===== config.mk =====
export PLATFORM = sky130hd
export DESIGN_NAME = muldiv_unit_flat
export DESIGN_NICKNAME = d
export VERILOG_FILES = /design/src/rtl/muldiv_unit_if.sv /design/src/rtl/muldiv_unit.sv /design/src/flat_wrapper.sv
export SDC_FILE = /design/constraint.sdc
export NUM_CORES = 2
export LEC_CHECK = 0
export CAP_MARGIN = 30
export CORE_AREA = 3 3 442 313
export DETAILED_ROUTE_END_ITERATION = 8
export DIE_AREA = 0 0 445 316
export DONT_BUFFER_PORTS = 1
export PLACE_DENSITY = 0.63
export REMOVE_ABC_BUFFERS = 1
export SLEW_MARGIN = 20
export SYNTH_ARGS = -nofsm -noshare
export SYNTH_HDL_FRONTEND = slang
export SYNTH_SLANG_ARGS = --single-unit

===== constraint.sdc =====
create_clock -name clk -period 29 [get_ports clk]
set_clock_uncertainty 0.05 [all_clocks]
set_input_delay 5.8 -clock clk [delete_from_list [all_inputs] [get_ports clk]]
set_output_delay 5.8 -clock clk [all_outputs]
set_load 0.02 [all_outputs]

===== src/rtl/muldiv_unit_if.sv =====
// Request/response bundle for muldiv_unit.
//   master : drives start, op, a, b and flush; observes busy, done and the HI/LO write port.
//   slave  : the unit itself.
interface muldiv_unit_if;
  logic        start;
  logic [1:0]  op;          // 00 MULT, 01 MULTU, 10 DIV, 11 DIVU
  logic [31:0] a;
  logic [31:0] b;
  logic        flush;
  logic        busy;
  logic        done;
  logic        hilo_we;
  logic [1:0]  hilo_select;
  logic [63:0] hilo_wdata;  // {HI, LO}

  modport master (
    output start, op, a, b, flush,
    input  busy, done, hilo_we, hilo_select, hilo_wdata
  );

  modport slave (
    input  start, op, a, b, flush,
    output busy, done, hilo_we, hilo_select, hilo_wdata
  );
endinterface


===== src/rtl/muldiv_unit.sv =====
// Multi-cycle 32-bit multiply/divide unit writing a 64-bit {HI, LO} result.
//   clk : rising-edge clock
//   rst : asynchronous active-low reset
//   bus : muldiv_unit_if.slave -- start/op/a/b/flush in; busy/done/hilo_* out
// MULT/MULTU take one compute cycle, DIV/DIVU run a 32-step restoring divider, and
// division by zero completes directly with {a, 32'hFFFF_FFFF}.
module muldiv_unit (
  input logic           clk,
  input logic           rst,
  muldiv_unit_if.slave  bus
);

  typedef enum logic [1:0] {StIdle, StMul, StDiv, StDone} state_e;

  state_e      state_q, state_d;
  logic [4:0]  cnt_q, cnt_d;
  // opa holds the multiplicand, or the dividend that shifts out while quotient bits shift in.
  logic [31:0] opa_q, opa_d;
  logic [31:0] opb_q, opb_d;
  logic [31:0] rem_q, rem_d;
  logic        sgn_q, sgn_d;
  logic        neg_quo_q, neg_quo_d;
  logic        neg_rem_q, neg_rem_d;
  logic [63:0] res_q, res_d;

  logic        op_signed;
  logic [31:0] abs_a, abs_b;
  logic [32:0] trial, diff;
  logic [31:0] quo_next, rem_next, quo_fin, rem_fin;
  logic [63:0] mul_a, mul_b, prod;

  always_comb begin
    op_signed = ~bus.op[0];
    abs_a     = (op_signed && bus.a[31]) ? (32'd0 - bus.a) : bus.a;
    abs_b     = (op_signed && bus.b[31]) ? (32'd0 - bus.b) : bus.b;

    // Partial remainder is always below the divisor, so a borrow out of bit 32 means
    // the trial subtraction failed.
    trial    = {rem_q, opa_q[31]};
    diff     = trial - {1'b0, opb_q};
    quo_next = {opa_q[30:0], ~diff[32]};
    rem_next = diff[32] ? trial[31:0] : diff[31:0];
    quo_fin  = neg_quo_q ? (32'd0 - quo_next) : quo_next;
    rem_fin  = neg_rem_q ? (32'd0 - rem_next) : rem_next;

    mul_a = sgn_q ? {{32{opa_q[31]}}, opa_q} : {32'd0, opa_q};
    mul_b = sgn_q ? {{32{opb_q[31]}}, opb_q} : {32'd0, opb_q};
    prod  = mul_a * mul_b;
  end

  always_comb begin
    state_d   = state_q;
    cnt_d     = cnt_q;
    opa_d     = opa_q;
    opb_d     = opb_q;
    rem_d     = rem_q;
    sgn_d     = sgn_q;
    neg_quo_d = neg_quo_q;
    neg_rem_d = neg_rem_q;
    res_d     = res_q;

    unique case (state_q)
      StIdle: begin
        if (bus.start) begin
          sgn_d     = op_signed;
          neg_quo_d = op_signed & (bus.a[31] ^ bus.b[31]);
          neg_rem_d = op_signed & bus.a[31];
          rem_d     = 32'd0;
          cnt_d     = 5'd0;
          if (!bus.op[1]) begin
            opa_d   = bus.a;
            opb_d   = bus.b;
            state_d = StMul;
          end else if (bus.b == 32'd0) begin
            res_d   = {bus.a, 32'hFFFF_FFFF};
            state_d = StDone;
          end else begin
            opa_d   = abs_a;
            opb_d   = abs_b;
            state_d = StDiv;
          end
        end
      end
      StMul: begin
        res_d   = prod;
        state_d = StDone;
      end
      StDiv: begin
        opa_d = quo_next;
        rem_d = rem_next;
        cnt_d = cnt_q + 5'd1;
        if (cnt_q == 5'd31) begin
          res_d   = {rem_fin, quo_fin};
          state_d = StDone;
        end
      end
      StDone: begin
        state_d = StIdle;
      end
      default: state_d = StIdle;
    endcase

    // Flush wins over everything, including a start in the same idle cycle.
    if (bus.flush) begin
      state_d = StIdle;
      res_d   = res_q;
    end
  end

  always_ff @(posedge clk or negedge rst) begin
    if (!rst) begin
      state_q   <= StIdle;
      cnt_q     <= 5'd0;
      opa_q     <= 32'd0;
      opb_q     <= 32'd0;
      rem_q     <= 32'd0;
      sgn_q     <= 1'b0;
      neg_quo_q <= 1'b0;
      neg_rem_q <= 1'b0;
      res_q     <= 64'd0;
    end else begin
      state_q   <= state_d;
      cnt_q     <= cnt_d;
      opa_q     <= opa_d;
      opb_q     <= opb_d;
      rem_q     <= rem_d;
      sgn_q     <= sgn_d;
      neg_quo_q <= neg_quo_d;
      neg_rem_q <= neg_rem_d;
      res_q     <= res_d;
    end
  end

  assign bus.busy        = (state_q != StIdle);
  assign bus.done        = (state_q == StDone) & ~bus.flush;
  assign bus.hilo_we     = bus.done;
  assign bus.hilo_select = 2'b00;
  assign bus.hilo_wdata  = res_q;

endmodule

===== src/flat_wrapper.sv =====
// flat-port wrapper written by rule: the top's interface ports become plain ports
module muldiv_unit_flat 
  (clk, rst, bus_start, bus_op, bus_a, bus_b, bus_flush, bus_busy, bus_done, bus_hilo_we, bus_hilo_select, bus_hilo_wdata);
  muldiv_unit_if bus_i ();
  input logic clk;
  input logic rst;
  input wire logic [$bits(bus_i.start)-1:0] bus_start;
  input wire logic [$bits(bus_i.op)-1:0] bus_op;
  input wire logic [$bits(bus_i.a)-1:0] bus_a;
  input wire logic [$bits(bus_i.b)-1:0] bus_b;
  input wire logic [$bits(bus_i.flush)-1:0] bus_flush;
  output wire logic [$bits(bus_i.busy)-1:0] bus_busy;
  output wire logic [$bits(bus_i.done)-1:0] bus_done;
  output wire logic [$bits(bus_i.hilo_we)-1:0] bus_hilo_we;
  output wire logic [$bits(bus_i.hilo_select)-1:0] bus_hilo_select;
  output wire logic [$bits(bus_i.hilo_wdata)-1:0] bus_hilo_wdata;
  assign bus_i.start = bus_start;
  assign bus_i.op = bus_op;
  assign bus_i.a = bus_a;
  assign bus_i.b = bus_b;
  assign bus_i.flush = bus_flush;
  assign bus_busy = bus_i.busy;
  assign bus_done = bus_i.done;
  assign bus_hilo_we = bus_i.hilo_we;
  assign bus_hilo_select = bus_i.hilo_select;
  assign bus_hilo_wdata = bus_i.hilo_wdata;
  muldiv_unit u_core (.clk(clk), .rst(rst), .bus(bus_i));
endmodule

======== Word level (Yosys, flattened, before mapping) ========
Cells that the tools add are included.
word-level totals
  flip-flop bits (word level) ............. 170
  input port bits ......................... 70
  output and inout port bits .............. 69
  word-level logic and storage cells ...... 76
cells by class
  add/subtract/negate cells ............... 6
  multiply operators ...................... 1
  equal/unequal tests ..................... 12
  mux-type cells .......................... 28
  bitwise gates (word level) .............. 7
  reduce and logical (&&, ||, !) cells .... 13
operator list
  kind                                               count
  two-way mux 64 bit                                 6
  two-way mux 32 bit                                 11
  one-hot mux 64 bit (3 select lines)                1
  one-hot mux 32 bit (2 select lines)                2
  subtractor 1 x 32 -> 32 bit, first input constant  4
  multiplier 64 x 64 -> 64 bit                       1
  subtractor 33 x 32 -> 33 bit                       1
  logical NOT 32 bit                                 1
  one-hot mux 5 bit (2 select lines)                 1
  two-way mux 2 bit                                  4
  one-hot mux 2 bit (4 select lines)                 1
  != test 2 bit, second input constant               3
  != test 3 bit, second input constant               2
  AND reduction 2 bit                                3
  AND reduction 3 bit                                2
  AND reduction 6 bit                                1
  adder 5 x 1 -> 5 bit, second input constant        1
  == test 5 bit, second input constant               1
  two-way mux 5 bit                                  1
  == test 2 bit, second input constant               2
  != test 2 x 1 -> 1 bit, second input constant      2
  nonzero test 2 bit                                 2
  bitwise AND 1 bit                                  3
  != test 3 x 2 -> 1 bit, second input constant      1
  7 further kinds                                    10

======== Longest topological paths before layout ========
  depth after elaboration ................. 7
  depth in mapped cells ................... 37

======== Least setup slack after synthesis ========
No wires, ideal clock.
  kind .................................... input to output
  start point ............................. input bus_flush
  end point ............................... output bus_hilo_we
  data arrival time ....................... 6.360 ns
  data required time ...................... 23.150 ns
  setup slack ............................. 16.790 ns
  stages on the path ...................... 2
  cells stage by stage .................... nor2b_1 buf_4
on the way
  longest elaborated chain between the ends .. 2
ends and longest elaborated chain
  item               RTL line            source
  from (decl)        flat_wrapper.sv:11  input wire logic [$bits(bus_i.flush)-1:0] bus_flush;
  inverter 1 bit     muldiv_unit.sv:135  assign bus.done = (state_q == StDone) & ~bus.flush;
  bitwise AND 1 bit  muldiv_unit.sv:135
  to (decl)          flat_wrapper.sv:14  output wire logic [$bits(bus_i.hilo_we)-1:0] bus_hilo_we;
No other way between the ends.

======== Worst setup path after layout ========
  start point ............................. input bus_flush
  end point ............................... output bus_done
on the way
  longest elaborated chain between the ends .. 2
ends and longest elaborated chain
  item               RTL line            source
  inverter 1 bit     muldiv_unit.sv:135
  bitwise AND 1 bit  muldiv_unit.sv:135
  to (decl)          flat_wrapper.sv:13  output wire logic [$bits(bus_i.done)-1:0] bus_done;
No other way between the ends.

==> impl_results.md <==
- First-pass GRT wire length: 299000 um
- Post-synth top flop: dfrtp_1
- Distinct cells, synth: 84
- Root Driver: clkbuf_16
- CP required: 23150 ps
- Final Cycle Share: 0.422
- Starting Density: 0.448
- Fin. Hold Viols: 0
- Worst slew pin tran: 1100 ps
- Die Width: 445 um
- Pin count of the biggest net entering global routing: between 150 and 200
- Hold endpoint: u_core.opa_q[16]$_DFFE_PN0P_
- Yosys warning count: 0
- Die area: 141000 sq um
- Clock H-tree levels: 4
- Cells on Worst Hold Path: 2
- Syn_area_per_cell: 8.99 sq um
- Post-Place Setup Slack: 16760 ps
- Final setup margin: 16760 ps
- Via count: ~45000
- DP HPWL: 156000 um
- Reg2reg path depth: 31
- Post-synthesis register bit count: 170
- Status: completed
- Area leader, netlist: fa_1
- Synth area leaders: fa_1, inv_1, ha_1
- # rows: around 110
- Final net count: 8319
- Placed Cells: 8239
- EDFF count, synth: 0
- Routed wire length: around 190000 um
- Routability Congestion: 0.966
- WL met1: 83300 um
- Hold path start: u_core.opa_q[16]$_DFFE_PN0P_
- Num CTS Buffers: 17
- Setup crit end kind: primary output
- Top Metal Used: met5
- Register area: 4260 sq um
- Clock sink count: 170
- Multi-input logic area: 48800 sq um
- Largest stage delay on the critical path: 590 ps
- ANT nets after route: 0
- DRT iter0 DRCs: approximately 4600
- CTS clock-pin slew for the worst setup and hold paths: 70 ps
- Post-Synthesis Cells: 6719
- # fillers: 13000
- TritonCTS clock tree: built
- I/O Buffers: 0
- Vias/cell: 5.46
- Clock latency on the worst-skew pair: 470 ps
- WL met3: about 19000 um
- Non-Filler Instances: 8275
- Clock Path Buffers: 2
- Final worst path period need: 12240 ps
- Post-CTS Resized: 0
- DRC Markers: 0
- R2r endpoint: u_core.bus.hilo_wdata[62]$_DFFE_PN0P_
- CP Buf/Inv Count: 0
- Share of cells above drive strength 1: 0.0271
- Most common library cells after synthesis: inv_1, fa_1, nand2_1
- Worst Path Class, Setup: in -> out
- Cell count along the critical path: 1
- Relative slew slack: 0.265
- Peak Freq: 81.7 MHz
- Slew Limit Fails: 0
- Netlist Area Pre-Place: 60400 sq um
- Routed length per instance: approximately 23 um
- FF-to-FF setup slack: approximately 18000 ps
- Top-Level Pins: roughly 140
- Cts hold-fix bufs: 0
- R2r startpoint: u_core.opa_q[19]$_DFFE_PN0P_
- All-Layer GR Usage: 0.283
- Area Overhead vs Synth: 3.75%
- Critical path launch point type: input port
- Final Util: 0.465
- Core area: approximately 130000 sq um
- Setup TNS: 0 ps
- WP data arrival: ~6400 ps
- Met2 WL: 81800 um
- Die Y: 316 um
- Max Cap Viol: 0
- Slowest cell on crit path: nor2b_1
- Gr ovfl total: 0
- Peak fanout along the critical path: 5
- Pre-Repair DR Iteration Count: 6
- Final setup violation count: 0
- CP top delay family: simple AND/OR/NAND/NOR gates
- RSZ-0062 raised after global routing: false
- Initial antenna violation count: 8
- CP cell instances: nor2b_1
- Vias in the first global route: 47800
- Asr flop ratio synth: 1.00
- Most frequent cell after synthesis: inv_1
- Hold Crit Class: reg -> reg
- Seq/Total Area, Yosys: 0.0704
- Postcts setup bufs: 0
- Area share of the largest cell type after synthesis: 0.471
-- metrics by stage --
stage          hold slack (ps)  area, sq um
6_report                   436        62700
5_1_grt                    485        62700
4_1_cts                    440        62600
3_5_place_dp               423        62000
3_3_place_gp               412        62000
2_1_floorplan              419        59000
-- cells in the final DEF, fill, tap and decap left out, drive strengths merged, types with 28 or more instances in the layout --
cell type / n
a21o: 55
a21oi: 215
a221oi: 38
a31oi: 35
and2: 536
and3: 49
buf: 97
dfrtp: 170
fa: 1420
ha: 352
inv: 1598
nand2: 728
nand3: 36
nor2: 245
nor3: 55
o21ai: 224
o31ai: 36
or3: 28
xnor2: 173
xor2: 76
-- metal layers --
metal / track usage / vias to the layer above
met5: 0 / -
met4: 0.0862 / 2
met3: 0.0658 / 270
met2: 0.421 / 2041
met1: 0.411 / 23300
li1: - / 19600
-- logic make-up after synthesis --
kind of cell               Yosys count  synth area share
buffers and inverters             1954             0.122
and+or+nand+nor                   1785             0.144
adders and majority gates         1774             0.544
AOI/OAI and AO/OA                  756            0.0785
xor gates and xnor gates           249            0.0361
DFF                                170            0.0704
muxes                               30           0.00505
other                                1         0.0000621
-- worst max path at each step --
stage | start | end
after floorplan | bus_flush | bus_done
after global placement | bus_flush | bus_done
after detailed placement | bus_flush | bus_done
after CTS | bus_flush | bus_done
after global routing | bus_flush | bus_done
final | bus_flush | bus_done
-- sequential cells by signal, indices dropped and copies added (netlist names) --
signal / cells
u_core.opb_q: 32
u_core.neg_rem_q: 1
u_core.cnt_q: 5
u_core.rem_q: 32
u_core.state_q: 2
u_core.neg_quo_q: 1
u_core.opa_q: 32
u_core.bus.hilo_wdata: 64
u_core.sgn_q: 1
-- cell type report --
class,instances,share of cell area
multi-input cells,4596,0.779
inverters,1594,0.0955
flip-flops and latches,170,0.0680
well taps,1782,0.0356
repair buffers,98,0.0120
clock buffers,21,0.00735
clock inverters,11,0.00218
diodes,3,0.000120
Power is left out: the tool's default activity adds up to more than one toggle a clock period on the data nets, which glitch-free logic cannot reach.
